===== config.mk =====
export PLATFORM = sky130hd
export DESIGN_NAME = fifo_8x32_flat
export DESIGN_NICKNAME = d
export VERILOG_FILES = /design/src/rtl/fifo_8x32_if.sv /design/src/rtl/fifo_8x32.sv /design/src/flat_wrapper.sv
export SDC_FILE = /design/constraint.sdc
export NUM_CORES = 1
export LEC_CHECK = 0
export CAP_MARGIN = 5
export CORE_MARGIN = 2
export CORE_UTILIZATION = 35
export DETAILED_ROUTE_END_ITERATION = 10
export HOLD_SLACK_MARGIN = 0.02
export PLACE_DENSITY = 0.63
export RECOVER_POWER = 50
export SKIP_LAST_GASP = 1
export SYNTH_ARGS = -nofsm -noshare
export SYNTH_HDL_FRONTEND = slang
export SYNTH_SLANG_ARGS = --single-unit

===== constraint.sdc =====
create_clock -name clk -period 5.3 [get_ports clk]
set_input_delay 1.06 -clock clk [delete_from_list [all_inputs] [get_ports clk]]
set_output_delay 1.06 -clock clk [all_outputs]
set_load 0.01 [all_outputs]

===== src/rtl/fifo_8x32_if.sv =====
// Handshake and data bundle between the 8x32 FIFO and the logic around it.
// The master side issues requests; the slave side is the FIFO.
interface fifo_8x32_if #(
    parameter int unsigned DATA_WIDTH = 32
);
    logic                  wr_en;
    logic                  rd_en;
    logic [DATA_WIDTH-1:0] d_in;
    logic [DATA_WIDTH-1:0] d_out;
    logic                  full;
    logic                  empty;
    logic                  wr_ack;
    logic                  wr_err;
    logic                  rd_ack;
    logic                  rd_err;
    logic [3:0]            data_count;

    modport master (
        output wr_en, rd_en, d_in,
        input  d_out, full, empty, wr_ack, wr_err, rd_ack, rd_err, data_count
    );

    modport slave (
        input  wr_en, rd_en, d_in,
        output d_out, full, empty, wr_ack, wr_err, rd_ack, rd_err, data_count
    );
endinterface


===== src/rtl/fifo_8x32.sv =====
// 8-entry x 32-bit synchronous FIFO with registered read data and a state register
// whose value directly decodes into one-cycle ack/err pulses.
module fifo_8x32 #(
    parameter int unsigned DATA_WIDTH = 32,
    parameter int unsigned DEPTH      = 8
) (
    input  logic         clk,
    input  logic         reset,
    fifo_8x32_if.slave   bus_io
);
    localparam logic [2:0] StInit    = 3'd0;
    localparam logic [2:0] StNoOp    = 3'd1;
    localparam logic [2:0] StWrite   = 3'd2;
    localparam logic [2:0] StWrError = 3'd3;
    localparam logic [2:0] StRead    = 3'd4;
    localparam logic [2:0] StRdError = 3'd5;

    logic [DATA_WIDTH-1:0] mem_q [DEPTH];
    logic [2:0]            head_q, head_d;
    logic [2:0]            tail_q, tail_d;
    logic [3:0]            count_q, count_d;
    logic [DATA_WIDTH-1:0] dout_q, dout_d;
    logic [2:0]            state_q, state_d;
    logic                  mem_we;
    logic                  full;
    logic                  empty;

    assign full  = (count_q == 4'(DEPTH));
    assign empty = (count_q == 4'd0);

    // Simultaneous read and write requests fall through to NO_OP.
    always_comb begin
        state_d = StNoOp;
        head_d  = head_q;
        tail_d  = tail_q;
        count_d = count_q;
        dout_d  = dout_q;
        mem_we  = 1'b0;
        if (bus_io.wr_en && !bus_io.rd_en) begin
            if (full) begin
                state_d = StWrError;
            end else begin
                state_d = StWrite;
                tail_d  = tail_q + 3'd1;
                count_d = count_q + 4'd1;
                mem_we  = 1'b1;
            end
        end else if (bus_io.rd_en && !bus_io.wr_en) begin
            if (empty) begin
                state_d = StRdError;
            end else begin
                state_d = StRead;
                head_d  = head_q + 3'd1;
                count_d = count_q - 4'd1;
                dout_d  = mem_q[head_q];
            end
        end
    end

    always_ff @(posedge clk) begin
        if (reset) begin
            state_q <= StInit;
            head_q  <= 3'd0;
            tail_q  <= 3'd0;
            count_q <= 4'd0;
            dout_q  <= '0;
        end else begin
            state_q <= state_d;
            head_q  <= head_d;
            tail_q  <= tail_d;
            count_q <= count_d;
            dout_q  <= dout_d;
        end
    end

    // Storage is deliberately left uncleared by reset; the pointers discard it.
    always_ff @(posedge clk) begin
        if (!reset && mem_we) begin
            mem_q[tail_q] <= bus_io.d_in;
        end
    end

    assign bus_io.d_out      = dout_q;
    assign bus_io.full       = full;
    assign bus_io.empty      = empty;
    assign bus_io.data_count = count_q;
    assign bus_io.wr_ack     = (state_q == StWrite);
    assign bus_io.wr_err     = (state_q == StWrError);
    assign bus_io.rd_ack     = (state_q == StRead);
    assign bus_io.rd_err     = (state_q == StRdError);
endmodule


===== src/flat_wrapper.sv =====
// flat-port wrapper written by rule: the top's interface ports become plain ports
module fifo_8x32_flat 
#(
    parameter int unsigned DATA_WIDTH = 32,
    parameter int unsigned DEPTH      = 8
)
  (clk, reset, bus_io_wr_en, bus_io_rd_en, bus_io_d_in, bus_io_d_out, bus_io_full, bus_io_empty, bus_io_wr_ack, bus_io_wr_err, bus_io_rd_ack, bus_io_rd_err, bus_io_data_count);
  fifo_8x32_if #(.DATA_WIDTH(DATA_WIDTH)) bus_io_i ();
  input  logic clk;
  input  logic reset;
  input wire logic [$bits(bus_io_i.wr_en)-1:0] bus_io_wr_en;
  input wire logic [$bits(bus_io_i.rd_en)-1:0] bus_io_rd_en;
  input wire logic [$bits(bus_io_i.d_in)-1:0] bus_io_d_in;
  output wire logic [$bits(bus_io_i.d_out)-1:0] bus_io_d_out;
  output wire logic [$bits(bus_io_i.full)-1:0] bus_io_full;
  output wire logic [$bits(bus_io_i.empty)-1:0] bus_io_empty;
  output wire logic [$bits(bus_io_i.wr_ack)-1:0] bus_io_wr_ack;
  output wire logic [$bits(bus_io_i.wr_err)-1:0] bus_io_wr_err;
  output wire logic [$bits(bus_io_i.rd_ack)-1:0] bus_io_rd_ack;
  output wire logic [$bits(bus_io_i.rd_err)-1:0] bus_io_rd_err;
  output wire logic [$bits(bus_io_i.data_count)-1:0] bus_io_data_count;
  assign bus_io_i.wr_en = bus_io_wr_en;
  assign bus_io_i.rd_en = bus_io_rd_en;
  assign bus_io_i.d_in = bus_io_d_in;
  assign bus_io_d_out = bus_io_i.d_out;
  assign bus_io_full = bus_io_i.full;
  assign bus_io_empty = bus_io_i.empty;
  assign bus_io_wr_ack = bus_io_i.wr_ack;
  assign bus_io_wr_err = bus_io_i.wr_err;
  assign bus_io_rd_ack = bus_io_i.rd_ack;
  assign bus_io_rd_err = bus_io_i.rd_err;
  assign bus_io_data_count = bus_io_i.data_count;
  fifo_8x32 #(.DATA_WIDTH(DATA_WIDTH), .DEPTH(DEPTH)) u_core (.clk(clk), .reset(reset), .bus_io(bus_io_i));
endmodule

==> flow_metrics.env <==
export IMPL_final_core_utilization_pct=42.68
export IMPL_avgViaCountPerCell=5.031
export IMPL_post_synthesis_compound_gate_area_fraction_pct=2.995
export IMPL_pre_cts_ws_ps=1552
export IMPL_drive_gt1_share_pct=20.49
export IMPL_startpoint_type="input port"
export IMPL_synthesized_area_fraction_occupied_by_xor_and_xnor_cells_pct=0.5416
export IMPL_rsz0062_at_grt="false"
export IMPL_post_route_ant_nets=0
export IMPL_synth_top_cells_by_area="edfxtp_1, mux4_2, dfxtp_1, a221o_1, nor2b_1"
export IMPL_placedInstanceArea_um2=12550
export IMPL_remaining_drc_errors=0
export IMPL_cts_resized_gates=0
export IMPL_relSlewSlack_pct=-1.626
export IMPL_min_period_over_period_pct=70.09
export IMPL_final_hold_worst_slack_ps=480.2
export IMPL_yosys_top_cells_count="edfxtp_1, mux4_2, dfxtp_1"
export IMPL_finalWorstSetupSlack_ps=1585
export IMPL_mappedNetlistNets=588
export IMPL_minimum_clock_period_ps=3715
export IMPL_initialDrtViolationCount=353
export IMPL_num_fill_cells=2730
export IMPL_multi_input_comb_area_um2=2574
export IMPL_core_um2=31720
export IMPL_synthArstFlopShare_pct=0
export IMPL_top_level_ports=78
export IMPL_cts_root_buffer_cell="clkbuf_16"
export IMPL_fin_skew_ps=10.78
export IMPL_setup_viol=0
export IMPL_grt_pass1_wl_mm=33.91
export IMPL_result_of_the_run="finished with violations"
export IMPL_tritoncts="yes"
export IMPL_cp_required_ps=5720
export IMPL_synth_seq_area_share_pct=75.86
export IMPL_syn_to_final_growth_pct=19.58
export IMPL_holdCritPathClass="flip-flop to flip-flop"
export IMPL_route_final_wire_length_mm=21.88
export IMPL_maxClockFrequency_ghz=0.2692
export IMPL_via_count_of_the_first_global_routing_pass=5767
export IMPL_stdcell_area_um2=13540
export IMPL_insertion_delay_ps=540
export IMPL_post_cts_buffers=0
export IMPL_fin_nets=680
export IMPL_cp_max_fo=23
export IMPL_totalPowerFinal_mw=5.447
export IMPL_register_area_um2=8593
export IMPL_dpl_cell_count=1007
export IMPL_clock_sinks=301
export IMPL_grt_overflow_total=0
export IMPL_synth_lib_cells_used_distinct=38
export IMPL_pin_count_of_the_biggest_net_entering_global_routing=45
export IMPL_syn_area_um2=11320
export IMPL_die_area_um2=33800
export IMPL_tns_ps=0
export IMPL_yosys_warnings=0
export IMPL_synth_adder_area_share_pct=0.8400
export IMPL_timing_worst_slew_pin_value_ps=1524
export IMPL_grt_usage_pct=13.19
export IMPL_routabilityCongestion=0.7186
export IMPL_critPathKind="input port to flip-flop"
export IMPL_layoutNonFillerInstCount=1061
export IMPL_synth_ff_latch_count=301
export IMPL_core_rowCount=65
export IMPL_finalHoldViolCount=0
export IMPL_post_cts_hold_buffer_count=0
export IMPL_timing_critical_path_to_type="flip-flop"
export IMPL_syn_area_per_cell_um2=20.77
export IMPL_htreeDepth=1
export IMPL_effective_utilization_at_floorplan_pct=35.69
export IMPL_drt_pre_antenna_iters=5
export IMPL_yosys_area_share_simple_pct=4.056
export IMPL_detail_route_wl_per_cell_um=20.62
export IMPL_tritoncts_num_buffers=30
export IMPL_pwr_density_cell_nw_per_um2=402.4
export IMPL_cp_arrival_ps=4130
export IMPL_synth_largest_type_area_fraction_pct=67.90
export IMPL_failing_checks="max-capacitance violations, max-slew violations"
export IMPL_initial_antenna_violation_count=1
export IMPL_yosysMostFrequentCell="edfxtp_1"
export IMPL_clkTransAtPathRegs_ps=60
export IMPL_yosys_area_top_type="edfxtp_1"
export IMPL_max_vdd_ir_drop_mv=0.2323
export IMPL_floorplan_die_width_um=183.9
export IMPL_ys_flop_type="edfxtp_1"
export IMPL_syn_instance_count=545
export IMPL_synth_edf_count=256
export IMPL_antennaDiodeCount=0
export IMPL_timing_max_cap_violations=1
export IMPL_place_hpwl_mm=13.51
export IMPL_numPortBuffers=77
export IMPL_vias=5338
export IMPL_largest_family_of_logic_cells_by_synthesized_area="multiplexers"
export IMPL_timing_max_transition_violations_final=24
export IMPL_fp_dieH_um=183.9
export IMPL_clock_tree_buffer_depth=3
export IMPL_yosys_mux_area_fraction_pct=13.88
export IMPL_cellLeakagePower_nw=4.313
## layout by cell type (no fill, tap or decap), drive strengths merged, types with 3 or more instances in the layout
cell type / instances
mux2i: 13
xor2: 3
a221o: 22
xnor2: 4
nor2: 26
nand3: 4
inv: 6
clkinv: 9
clkbuf: 39
a211oi: 11
clkdlybuf4s50: 12
dfxtp: 45
buf: 11
nand2: 6
edfxtp: 256
nor2b: 23
clkinvlp: 3
a21oi: 4
mux4: 64
nor3: 5
dlygate4sd3: 65
bufinv: 3
ha: 6
nor3b: 3
## registers in the layout, indices dropped and copies added (netlist names)
register,cells
u_core.mem_q,256
u_core.state_q,3
u_core.bus_io.data_count,4
u_core.bus_io.d_out,32
u_core.head_q,3
u_core.tail_q,3
## worst max-delay path, cell delays in order
cell and delay, ps:
dlygate4sd3_1 560, inv_1 60, ha_1 340, nor2b_1 230, and2_0 1180, nor2_8 240
a221o_1 460
## path summary, 6_finish.rpt
path,end,slack (ps),cells after the start,start
worst min register to register,u_core.bus_io.d_out[21],480,1,u_core.bus_io.d_out[21]
worst max-delay path,u_core.bus_io.d_out[1],1590,7,bus_io_rd_en
worst min-delay path,u_core.bus_io.d_out[21],480,1,u_core.bus_io.d_out[21]
worst max register to register,u_core.bus_io.d_out[1],2570,4,u_core.bus_io.data_count[0]
## final cells by class
cell class / instances / share of cell area [%]
Clock buffer: 39 / 6.174
Clock inverter: 15 / 1.155
Inverter: 6 / 0.1664
Multi-Input combinational cell: 210 / 19.01
Sequential cell: 301 / 63.47
Tap cell: 402 / 3.715
Timing Repair Buffer: 88 / 6.303
## layer usage
metal / track usage (%) / vias up / wire [um]
li1: - / 2419 / -
met1: 17.47 / 2775 / 9529
met2: 22.46 / 106 / 10980
met3: 2.536 / 36 / 1027
met4: 3.296 / 2 / 329
met5: 0 / - / 11
## cells by family after synthesis
| group | Yosys count |
|---|---|
| adders and majority gates | 7 |
| and+or+nand+nor | 80 |
| xor gates and xnor gates | 7 |
| DFF | 301 |
| AOI/OAI and AO/OA | 39 |
| muxes | 77 |
| buffers and inverters | 34 |
## where the power goes
group	switching, mW	internal, mW
Combinational	0.270	0.335
Sequential	0.101	2.64
Clock	0.848	1.25
Total	1.22	4.23
(Power assumes the default switching activity.)
